$ cat src/rtl/muldiv_unit.sv
// Iterative multiply/divide unit with HI/LO registers (MULT/MULTU/DIV/DIVU/MTHI/MTLO).
// Define MULDIV_FAST_MUL_EN to use a single-cycle combinational multiplier for MULT/MULTU.
//
// state | meaning
// IDLE  | waiting for start; MTHI/MTLO writes accepted
// RUN   | one shift-add / shift-subtract iteration per cycle
// FIX   | sign correction, HI/LO load, done pulse
module muldiv_unit #(
  parameter int WIDTH = 32,
  parameter int CNTW  = $clog2(WIDTH + 1)
) (
  input  logic             clk,
  input  logic             reset,
  input  logic             start,
  input  logic [1:0]       op,
  input  logic [WIDTH-1:0] srca,
  input  logic [WIDTH-1:0] srcb,
  input  logic             flush,
  input  logic             hi_we,
  input  logic             lo_we,
  input  logic [WIDTH-1:0] wdata,
  output logic             busy,
  output logic             done,
  output logic [WIDTH-1:0] hi,
  output logic [WIDTH-1:0] lo
);

  localparam logic [1:0] S_IDLE = 2'd0;
  localparam logic [1:0] S_RUN  = 2'd1;
  localparam logic [1:0] S_FIX  = 2'd2;

  logic [1:0]       state;
  logic [CNTW-1:0]  cnt;
  logic [WIDTH-1:0] acc;
  logic [WIDTH-1:0] q;
  logic [WIDTH-1:0] dsr;
  logic             is_div;
  logic             neg_lo;
  logic             neg_hi;

  logic             a_neg;
  logic             b_neg;
  logic [WIDTH-1:0] a_mag;
  logic [WIDTH-1:0] b_mag;

  assign a_neg = ~op[0] & srca[WIDTH-1];
  assign b_neg = ~op[0] & srcb[WIDTH-1];
  assign a_mag = a_neg ? -srca : srca;
  assign b_mag = b_neg ? -srcb : srcb;

  // acc holds the running high half (multiply) or partial remainder (divide);
  // q holds the multiplier being shifted out or the quotient being shifted in.
  logic [WIDTH:0]   add_sum;
  logic [WIDTH:0]   shifted;
  logic [WIDTH-1:0] sub_diff;
  logic             ge;

  assign add_sum  = {1'b0, acc} + {1'b0, (q[0] ? dsr : {WIDTH{1'b0}})};
  assign shifted  = {acc, q[WIDTH-1]};
  assign ge       = shifted >= {1'b0, dsr};
  assign sub_diff = shifted[WIDTH-1:0] - dsr;

  logic [2*WIDTH-1:0] mag_prod;
  logic [2*WIDTH-1:0] prod;

`ifdef MULDIV_FAST_MUL_EN
  assign mag_prod = {{WIDTH{1'b0}}, q} * {{WIDTH{1'b0}}, dsr};
`else
  assign mag_prod = {acc, q};
`endif
  assign prod = neg_lo ? -mag_prod : mag_prod;

  assign busy = (state != S_IDLE);

  always_ff @(posedge clk or posedge reset) begin
    if (reset) begin
      state  <= S_IDLE;
      cnt    <= '0;
      acc    <= '0;
      q      <= '0;
      dsr    <= '0;
      is_div <= 1'b0;
      neg_lo <= 1'b0;
      neg_hi <= 1'b0;
      hi     <= '0;
      lo     <= '0;
      done   <= 1'b0;
    end else begin
      done <= 1'b0;
      if (flush) begin
        state <= S_IDLE;
        cnt   <= '0;
      end else begin
        case (state)
          S_IDLE: begin
            if (start) begin
              acc    <= '0;
              q      <= a_mag;
              dsr    <= b_mag;
              is_div <= op[1];
              // a zero divisor keeps the unsigned all-ones quotient regardless of signs
              neg_lo <= op[1] ? ((a_neg ^ b_neg) & (|srcb)) : (a_neg ^ b_neg);
              neg_hi <= a_neg;
              cnt    <= CNTW'(WIDTH);
`ifdef MULDIV_FAST_MUL_EN
              state  <= op[1] ? S_RUN : S_FIX;
`else
              state  <= S_RUN;
`endif
            end else begin
              if (hi_we) hi <= wdata;
              if (lo_we) lo <= wdata;
            end
          end
          S_RUN: begin
            if (is_div) begin
              acc <= ge ? sub_diff : shifted[WIDTH-1:0];
              q   <= {q[WIDTH-2:0], ge};
            end else begin
              acc <= add_sum[WIDTH:1];
              q   <= {add_sum[0], q[WIDTH-1:1]};
            end
            cnt <= cnt - CNTW'(1);
            if (cnt == CNTW'(1)) state <= S_FIX;
          end
          S_FIX: begin
            if (is_div) begin
              lo <= neg_lo ? -q : q;
              hi <= neg_hi ? -acc : acc;
            end else begin
              hi <= prod[2*WIDTH-1:WIDTH];
              lo <= prod[WIDTH-1:0];
            end
            done  <= 1'b1;
            state <= S_IDLE;
          end
          default: state <= S_IDLE;
        endcase
      end
    end
  end

endmodule

$ cat config.mk
export PLATFORM = sky130hd
export DESIGN_NAME = muldiv_unit
export DESIGN_NICKNAME = d
export VERILOG_FILES = /design/src/rtl/muldiv_unit.sv
export SDC_FILE = /design/constraint.sdc
export NUM_CORES = 1
export LEC_CHECK = 0
export CELL_PAD_IN_SITES_DETAIL_PLACEMENT = 1
export CELL_PAD_IN_SITES_GLOBAL_PLACEMENT = 1
export CORE_MARGIN = 8
export CORE_UTILIZATION = 30
export DETAILED_ROUTE_END_ITERATION = 8
export GPL_TIMING_DRIVEN = 0
export PLACE_DENSITY_LB_ADDON = 0.1
export SYNTH_ARGS = -nofsm -noshare
export SYNTH_HDL_FRONTEND = slang
export SYNTH_SLANG_ARGS = --single-unit
$ cat constraint.sdc
create_clock -name clk -period 11.7 [get_ports clk]
set_input_delay 1.755 -clock clk [delete_from_list [all_inputs] [get_ports clk]]
set_output_delay 1.755 -clock clk [all_outputs]
set_load 0.01 [all_outputs]
==> flow_metrics.tcl, run 1 <==
set metrics [dict create \
    antenna_found_initial 1 \
    crit_path_cell_trace "inv_1 -> buf_1 -> nor2_1 -> ha_1 -> nand2b_1 -> a21oi_1 -> o2111ai_1 -> a21oi_1 -> nand4_1 -> a31oi_1 -> a221o_1 -> nand3_1 -> a221oi_1" \
    finalCriticalPeriod_ps 4867 \
    grt_max_degree 99 \
    h-tree-depth 4 \
    synth_edf_count 0 \
    power_density_mw_per_mm2 241.8 \
    clock_latency_ps 500 \
    drive_gt1_share_pct 3.688 \
    critical-path-top-cell-by-count "a21oi_1" \
    mostFrequentLayoutCell "nand2_1" \
    ys_types 77 \
    grt_usage_pct 22.24 \
    n_antenna_cell 0 \
    ir_drop_mv 0.1434 \
    cpPeakStageDelay_ps 670 \
    grt-ovfl-total 0 \
    r2r_cells 13 \
    grt_pass1_vias 15370 \
    cp.arrival_ps 5250 \
    die_w_um 235.0 \
    min_from "lo[6]$_DFFE_PP0P_" \
    area_growth_pct 21.20 \
    hold_slack_ps 477.1 \
    fin_crit_sh_pct 41.60 \
    cp_slowest_cell "buf_1" \
    synth_warnings 0 \
    ys_seq_elements 172 \
    clock_sinks 172 \
    grt_pass1_wl_um 95760 \
    synth_seq_area_share_pct 29.90 \
    min_to "lo[6]$_DFFE_PP0P_" \
    initial_core_util_pct 30.27 \
    startpoint "q[0]$_DFFE_PP0P_" \
    path_clk_slew_ps 70 \
    finClkSkew_ps 20.39 \
    crit_type "reg -> reg" \
    synth.area.top_cells "dfrtp_1 (30%), nand2_1 (6.5%), o21ai_0 (6.4%)" \
    nets 2224 \
    max_freq_mhz 205.4 \
    final_cell_mix "nand2_1 (249), o21ai_0 (183), nor2_1 (179)" \
    endpoint_kind "flip-flop" \
    gp_congestion 0.8807 \
    required_ps 12080 \
    rr_endpoint "acc[31]$_DFFE_PP0P_" \
    die_height_um 235.0 \
    dpl.hpwl_um 50930 \
    io_buffer_count 168 \
    numCtsBuffers 17 \
    dp.cells 2644 \
    synth_nets 2036 \
    finalSetupTns_ps 0 \
    drcViolationCount 0 \
    firstDrtPassIters 5 \
    core_mm2 0.04755 \
    tightest_slew_ps 1127 \
    syn_area_mm2 0.01439 \
    hold_violations 0 \
    syn_inst 1860 \
    wire_per_inst_um 23.28 \
    cap_viol_max_count 0 \
    syn_avg_cell_area_um2 7.739 \
    cts_tree "yes" \
    synth.top_cell.area_share_pct 29.90 \
    cts_hold_buf 0 \
    hold_class "reg -> reg" \
    layout.cells.non_filler 2676 \
    rows 80 \
    via_per_inst 5.402 \
    rrSetupSlack_ps 6830 \
    hold_depth 2 \
    async_reset_ff_share_pct 100.0 \
    path_max_fanout 10 \
    post-route-util_pct 36.69 \
    ant_nets 0 \
    relSlewSlack_pct 23.80 \
    drt_iter0_drc 806 \
    outcome "completed" \
    crit-reg2reg-launch "q[0]$_DFFE_PP0P_" \
    slew_viol_final 0 \
    cts_root_buf "clkbuf_16" \
    rsz0062_at_grt "no" \
    cts_buffer_depth 2 \
    cts_resized 0 \
    power.leakage_nw 7.279 \
    num_io_pins 170 \
    wl_um 62290 \
    num_vias 14460 \
    ys.flop_type "dfrtp_1" \
    dieArea_mm2 0.05524 \
    postCtsSetupBuffers 0 \
    critPathLaunchType "flip-flop" \
    setup_viol 0 \
    yosysTopAreaCell "dfrtp_1" \
]
==> stage by stage <==
| step | setup slack (ps) | power [mW] | cell area (um2) |
|---|---|---|---|
| final | 6833 | 4.218 | 17450 |
| after global placement | 2331 | 3.583 | 16840 |
| after detailed placement | 6460 | 3.632 | 16880 |
| after global routing | 6518 | 4.525 | 17450 |
| after floorplan | 5285 | 2.642 | 14390 |
| after CTS | 6815 | 4.236 | 17450 |
==> worst max-delay path: cells and delay by family, from the launching register on <==
family	cells	cell delay (ps)
fa+ha+maj	1	390
flops	1	540
compound gates	6	2060
buf+inv	2	1120
simple gates	4	610
==> logic make-up after synthesis <==
group / Yosys count / synth area share [%]
AOI/OAI and AO/OA: 592 / 25.07
adders and majority gates: 72 / 6.363
muxes: 55 / 3.920
and+or+nand+nor: 628 / 19.71
buffers and inverters: 169 / 4.572
xor gates and xnor gates: 172 / 10.47
DFF: 172 / 29.90
==> report_power, final <==
part / switching, mW / total (mW) / internal (mW)
combinational: 1.55 / 2.56 / 1.01
sequential: 0.298 / 1.08 / 0.781
clock: 0.286 / 0.583 / 0.297
==> layout make-up <==
type	instances	area, um2
Inverter	64	247.7
Buffer	105	417.9
Clock inverter	14	136.4
Clock buffer	18	429.2
Tap cell	615	769.5
Sequential cell	172	4304
Timing Repair Buffer	169	1709
Multi-Input combinational cell	1519	9432
Fill cell	5807	30100
==> metal layers <==
layer | vias to the layer above | GRT usage (%) | routed length (um)
li1 | 7010 | - | -
met3 | 65 | 2.973 | 1994
met1 | 7094 | 28.34 | 28630
met2 | 288 | 38.76 | 30310
met4 | 0 | 6.635 | 1362
met5 | - | 0 | 0
==> registers in the layout, summed over array words and instances (netlist names) <==
| register | flops |
|---|---|
| q | 32 |
| is_div | 1 |
| state | 2 |
| acc | 32 |
| neg_hi | 1 |
| neg_lo | 1 |
| done | 1 |
| lo | 32 |
| hi | 32 |
| dsr | 32 |
| cnt | 6 |
==> Yosys cell counts (10+ instances only) <==
| master | n |
|---|---|
| nand2_1 | 249 |
| o21ai_0 | 183 |
| nor2_1 | 179 |
| dfrtp_1 | 172 |
| a21oi_1 | 163 |
| xnor2_1 | 93 |
| clkbuf_1 | 89 |
| xor2_1 | 79 |
| ha_1 | 70 |
| inv_1 | 64 |
| mux2i_1 | 44 |
| nor3_1 | 42 |
| o31ai_1 | 37 |
| o21ai_1 | 29 |
| a21o_1 | 24 |
| a31oi_1 | 24 |
| nand3_1 | 24 |
| nand2b_1 | 22 |
| nor4_1 | 18 |
| or3_1 | 18 |
| nand4_1 | 15 |
| o21a_1 | 15 |
| a211oi_1 | 14 |
| mux2_2 | 11 |
| and3_1 | 10 |
| nor2b_1 | 10 |
| o211ai_1 | 10 |
| o41ai_1 | 10 |
==> how the worst max path moves through the flow <==
stage / end / slack [ps] / cells past startpoint
final: acc[31]$_DFFE_PP0P_ / 6830 / 13
after global routing: acc[31]$_DFFE_PP0P_ / 6520 / 13
after CTS: acc[31]$_DFFE_PP0P_ / 6810 / 13
after detailed placement: neg_lo$_DFFE_PP0P_ / 6460 / 9
after global placement: cnt[4]$_DFFE_PP0P_ / 2330 / 2
after floorplan: acc[0]$_DFFE_PP0P_ / 5280 / 1
Note: power is estimated with default switching activity, not from simulation.
==> run 2: changes to the inputs <==
- clock period: 11.7 -> 4.8 ns (I/O delays scaled with it)
==> flow_metrics.tcl, run 2 (synthesis gave the netlist of run 1 again) <==
set metrics [dict create \
    outcome "completed" \
    dp.cells 2647 \
    cap_viol_max_count 0 \
    finalCriticalPeriod_ps 4557 \
    die_height_um 235.0 \
    io_buffer_count 168 \
    fin_crit_sh_pct 94.94 \
    ir_drop_mv 0.2707 \
    finalSetupTns_ps 0 \
    hold_class "reg -> reg" \
    grt_util_met1_pct 29.34 \
    gp_congestion 0.8974 \
    drive_gt1_share_pct 3.971 \
    num_io_pins 170 \
    setup_ws_ps 243.0 \
    path_clk_slew_ps 70 \
    crit-reg2reg-launch "q[0]$_DFFE_PP0P_" \
    totalPowerFinal_mw 10.34 \
    crit_type "reg -> reg" \
    hold_depth 2 \
    slew_viol_final 0 \
    dp_slack_ps -10.14 \
    power_density_mw_per_mm2 589.6 \
    via_per_inst 5.465 \
    core_mm2 0.04755 \
    mostFrequentLayoutCell "nand2_1" \
    drt_iter0_drc 880 \
    wl_um 63280 \
    numCtsBuffers 17 \
    endpoint_kind "flip-flop" \
    rsz0062_at_grt "no" \
    h-tree-depth 4 \
    final_cell_mix "nand2_1 (249), o21ai_0 (183), nor2_1 (179)" \
    cts_hold_buf 0 \
    antenna_found_initial 0 \
    hold_slack_ps 476.9 \
    relSlewSlack_pct 28.32 \
    grt_usage_pct 22.50 \
    firstDrtPassIters 5 \
    postCtsSetupBuffers 0 \
    tightest_slew_ps 1071 \
    power.leakage_nw 7.332 \
    finClkSkew_ps 13.37 \
    num_vias 14650 \
    rr_endpoint "acc[31]$_DFFE_PP0P_" \
    max_freq_mhz 219.4 \
    min_to "lo[12]$_DFFE_PP0P_" \
    wire_per_inst_um 23.61 \
    rrSetupSlack_ps 240 \
    grt_pass1_vias 15400 \
    use_met3_pct 3.078 \
    die_w_um 235.0 \
    dieArea_mm2 0.05524 \
    initial_core_util_pct 30.27 \
    critPathLaunchType "flip-flop" \
    min_from "lo[12]$_DFFE_PP0P_" \
    grt-ovfl-total 0 \
    drcViolationCount 0 \
    grt_busiest_layer "met2" \
    ant_nets 0 \
    cts_buffer_depth 2 \
    required_ps 5170 \
    grt_pass1_wl_um 97080 \
    area_growth_pct 21.89 \
    use_met2_pct 39.04 \
    cts_root_buf "clkbuf_16" \
    path_max_fanout 10 \
    layout.cells.non_filler 2680 \
    r2r_cells 13 \
    cts_tree "yes" \
    clock_sinks 172 \
    rows 80 \
    clock_latency_ps 470 \
    setup_viol 0 \
    hold_violations 0 \
    cp.arrival_ps 4920 \
    n_antenna_cell 0 \
    nets 2228 \
    grt_max_degree 39 \
    dpl.hpwl_um 51770 \
]
==> run 2: cell types whose count changed in the layout (fill, tap and decap cells not counted), moves of 2 or more <==
cell	previous run	this run
buf_12	0	4
clkinv_4	2	4
clkbuf_8	0	2
inv_8	4	2
clkinv_2	3	1
==> run 2: final cells by class <==
class | instances | area [um2]
tap | 615 | 769.5
sequential | 172 | 4304
clock inverter | 13 | 156.4
multi-input combinational | 1519 | 9432
fill | 5830 | 30000
inverter | 64 | 244.0
timing repair buffer | 173 | 1767
buffer | 105 | 419.2
clock buffer | 19 | 452.9
==> run 2: power breakdown <==
part	switching [mW]	internal (mW)
Clock	0.700	0.809
Sequential	0.727	1.90
Combinational	3.75	2.46
==> run 2: metrics by stage <==
stage	util, %	instance area, um2
floorplan	-	14400
finish	36.90	17540
detailed placement	35.61	16930
global placement	35.44	16850
CTS	36.89	17540
global route	36.90	17540
==> run 2: worst max path at each step <==
stage	start	end	slack, ps	depth (start not counted)
after floorplan	q[0]$_DFFE_PP0P_	acc[28]$_DFFE_PP0P_	1660	13
after global placement	reset	dsr[25]$_DFFE_PP0P_	9	2
after detailed placement	q[0]$_DFFE_PP0P_	acc[31]$_DFFE_PP0P_	-10	13
after CTS	q[0]$_DFFE_PP0P_	acc[31]$_DFFE_PP0P_	220	13
after global routing	q[0]$_DFFE_PP0P_	acc[31]$_DFFE_PP0P_	40	13
final	q[0]$_DFFE_PP0P_	acc[31]$_DFFE_PP0P_	240	13
==> run 2: critical path, stage by stage (launching register included) <==
cell and delay (ps):
dfrtp_1 550, inv_1 470, buf_2 400, nor2_1 80, ha_1 370, nand2b_1 180, a21oi_1 360, o2111ai_1 250
a21oi_1 460, nand4_1 210, a31oi_1 400, a221o_1 290, nand3_1 100, a221oi_1 310
==> run 2: timing repair <==
action,in CTS,in global routing
hold endpoints to repair,0,0
resized for setup,1,0
setup endpoints to repair,1,0
==> run 2: layer usage <==
metal | share of wire [%] | vias to the layer above
met2 | 49 | 265
met4 | 1.7 | 0
met5 | 0 | -
met3 | 2.8 | 52
li1 | - | 7030
met1 | 47 | 7300
==> run 3: changes to the inputs <==
- ABC_CLOCK_PERIOD_IN_PS: not set -> 4800
- CELL_PAD_IN_SITES_DETAIL_PLACEMENT: 1 -> not set
- CELL_PAD_IN_SITES_GLOBAL_PLACEMENT: 1 -> not set
- PLACE_DENSITY_LB_ADDON: 0.1 -> not set
==> flow_metrics.tcl, run 3 (synthesis gave the netlist of run 1 again) <==
set metrics [dict create \
    path_max_fanout 10 \
    wire_per_inst_um 20.47 \
    cts_hold_buf 0 \
    critical-path-top-cell-by-count "a21oi_1" \
    power_density_mw_per_mm2 566.3 \
    endpoint_kind "flip-flop" \
    cts_resized 0 \
    h-tree-depth 4 \
    drcViolationCount 0 \
    setup_ws_ps 294.3 \
    num_vias 14740 \
    firstDrtPassIters 5 \
    via_per_inst 5.500 \
    numCtsBuffers 17 \
    finalSetupTns_ps 0 \
    outcome "completed" \
    cts_tree "yes" \
    power.leakage_nw 7.304 \
    mostFrequentLayoutCell "nand2_1" \
    fin_crit_sh_pct 93.87 \
    placed_area_mm2 0.01694 \
    pwr-share-comb_pct 59.7 \
    die_height_um 235.0 \
    max_freq_mhz 221.9 \
    p_seq_share_pct 26.6 \
    die_w_um 235.0 \
    grt_max_degree 42 \
    grt-ovfl-total 0 \
    drt_iter0_drc 1210 \
    initial_core_util_pct 30.27 \
    p_sw_share_pct 49.12 \
    hold_class "reg -> reg" \
    nets 2227 \
    dp_slack_ps 222.7 \
    clock_latency_ps 470 \
    cts_root_buf "clkbuf_16" \
    cp.arrival_ps 4810 \
    final_cell_mix "nand2_1 (249), o21ai_0 (183), nor2_1 (179)" \
    cp_slowest_cell "dfrtp_1" \
    hold_slack_ps 479.4 \
    switchingPower_mw 4.864 \
    grt_pass1_wl_um 85010 \
    cts_buffer_depth 2 \
    area_growth_pct 21.48 \
    grt_usage_pct 19.36 \
    finalCriticalPeriod_ps 4506 \
    crit_path_cell_trace "inv_1 -> clkbuf_2 -> nor2_1 -> ha_1 -> a2111oi_0 -> o21ai_0 -> a21oi_1 -> o21ai_0 -> a21bo_2 -> a21oi_1 -> o21bai_1 -> xnor2_1 -> a21oi_1" \
    multi_input_area_mm2 0.009438 \
    fillers 4916 \
    cap_viol_max_count 0 \
    required_ps 5110 \
    setup_viol 0 \
    critPathLaunchType "flip-flop" \
    rows 80 \
    ant_nets 0 \
    gp_congestion 0.9346 \
    ir_drop_mv 0.2965 \
    path_clk_slew_ps 70 \
    stdcell_area_mm2 0.01749 \
    core_mm2 0.04755 \
    wl_um 54850 \
    cpPeakStageDelay_ps 530 \
    dieArea_mm2 0.05524 \
    seqCellArea_mm2 0.004304 \
    grt_pass1_vias 14360 \
    relSlewSlack_pct 38.04 \
    tightest_slew_ps 926.0 \
    drive_gt1_share_pct 3.924 \
    slew_viol_final 0 \
    io_buffer_count 168 \
    clock_sinks 172 \
    intPower_mw 5.039 \
    dpl.hpwl_um 44310 \
    rsz0062_at_grt "no" \
    p_clk_share_pct 13.7 \
    crit_type "reg -> reg" \
    finClkSkew_ps 15.44 \
    postCtsSetupBuffers 0 \
    n_antenna_cell 0 \
    hold_violations 0 \
    num_io_pins 170 \
    antenna_found_initial 0 \
    totalPowerFinal_mw 9.903 \
]
-- run 3: changes by cell type in the layout (fill, tap and decap cells not counted), sizes merged --
cell | previous run | this run
buf | 20 | 19
bufinv | 2 | 0
clkinv | 5 | 7
clkinvlp | 2 | 1
inv | 68 | 69
-- run 3: power groups by stage --
stage / clock [mW] / sequential (mW) / combinational [mW]
floorplan: 0 / 2.42 / 4.03
global placement: 0 / 2.62 / 5.77
detailed placement: 0 / 2.63 / 5.82
CTS: 1.38 / 2.60 / 5.85
global route: 1.44 / 2.69 / 6.51
finish: 1.36 / 2.63 / 5.91
-- run 3: critical path, delay by kind of cell, from the launching register on --
kind	cells	cell delay, ps
AO/OA/AOI/OAI	8	2390
XOR/XNOR	1	160
adder cells (fa/ha/maj)	1	350
AND/OR/NAND/NOR	1	80
buffers and inverters	2	830
flip-flops	1	530
-- run 3: stage by stage --
step	instances	utilization, %
after global routing	2679	36.78
final	2679	36.78
after floorplan	1860	-
after global placement	2643	35.44
after CTS	2679	36.77
after detailed placement	2647	35.62
-- run 3: final timing paths --
| check | end | slack, ps | from | cells after the start |
|---|---|---|---|---|
| max | acc[26]$_DFFE_PP0P_ | 290 | q[0]$_DFFE_PP0P_ | 13 |
| min | dsr[19]$_DFFE_PP0P_ | 480 | dsr[19]$_DFFE_PP0P_ | 2 |
| max reg2reg | acc[26]$_DFFE_PP0P_ | 290 | q[0]$_DFFE_PP0P_ | 13 |
| min reg2reg | dsr[19]$_DFFE_PP0P_ | 480 | dsr[19]$_DFFE_PP0P_ | 2 |
| max in group asynchronous | acc[13]$_DFFE_PP0P_ | 3330 | reset | 3 |
| min in group asynchronous | q[27]$_DFFE_PP0P_ | 770 | reset | 2 |
-- run 3: final cells by class --
class,instances,share of cell area (%)
Multi-Input combinational cell,1519,53.98
Sequential cell,172,24.62
Timing Repair Buffer,172,10.08
Tap cell,615,4.401
Clock buffer,19,2.533
Buffer,105,2.397
Inverter,64,1.395
Clock inverter,13,0.6082
-- run 3: per-layer routing --
| layer | routed length [um] | track usage [%] | up-vias |
|---|---|---|---|
| met3 | 3761 | 3.371 | 84 |
| li1 | - | - | 7015 |
| met4 | 1604 | 6.502 | 0 |
| met5 | 0 | 0 | - |
| met2 | 24370 | 30.64 | 643 |
| met1 | 25110 | 26.40 | 6993 |
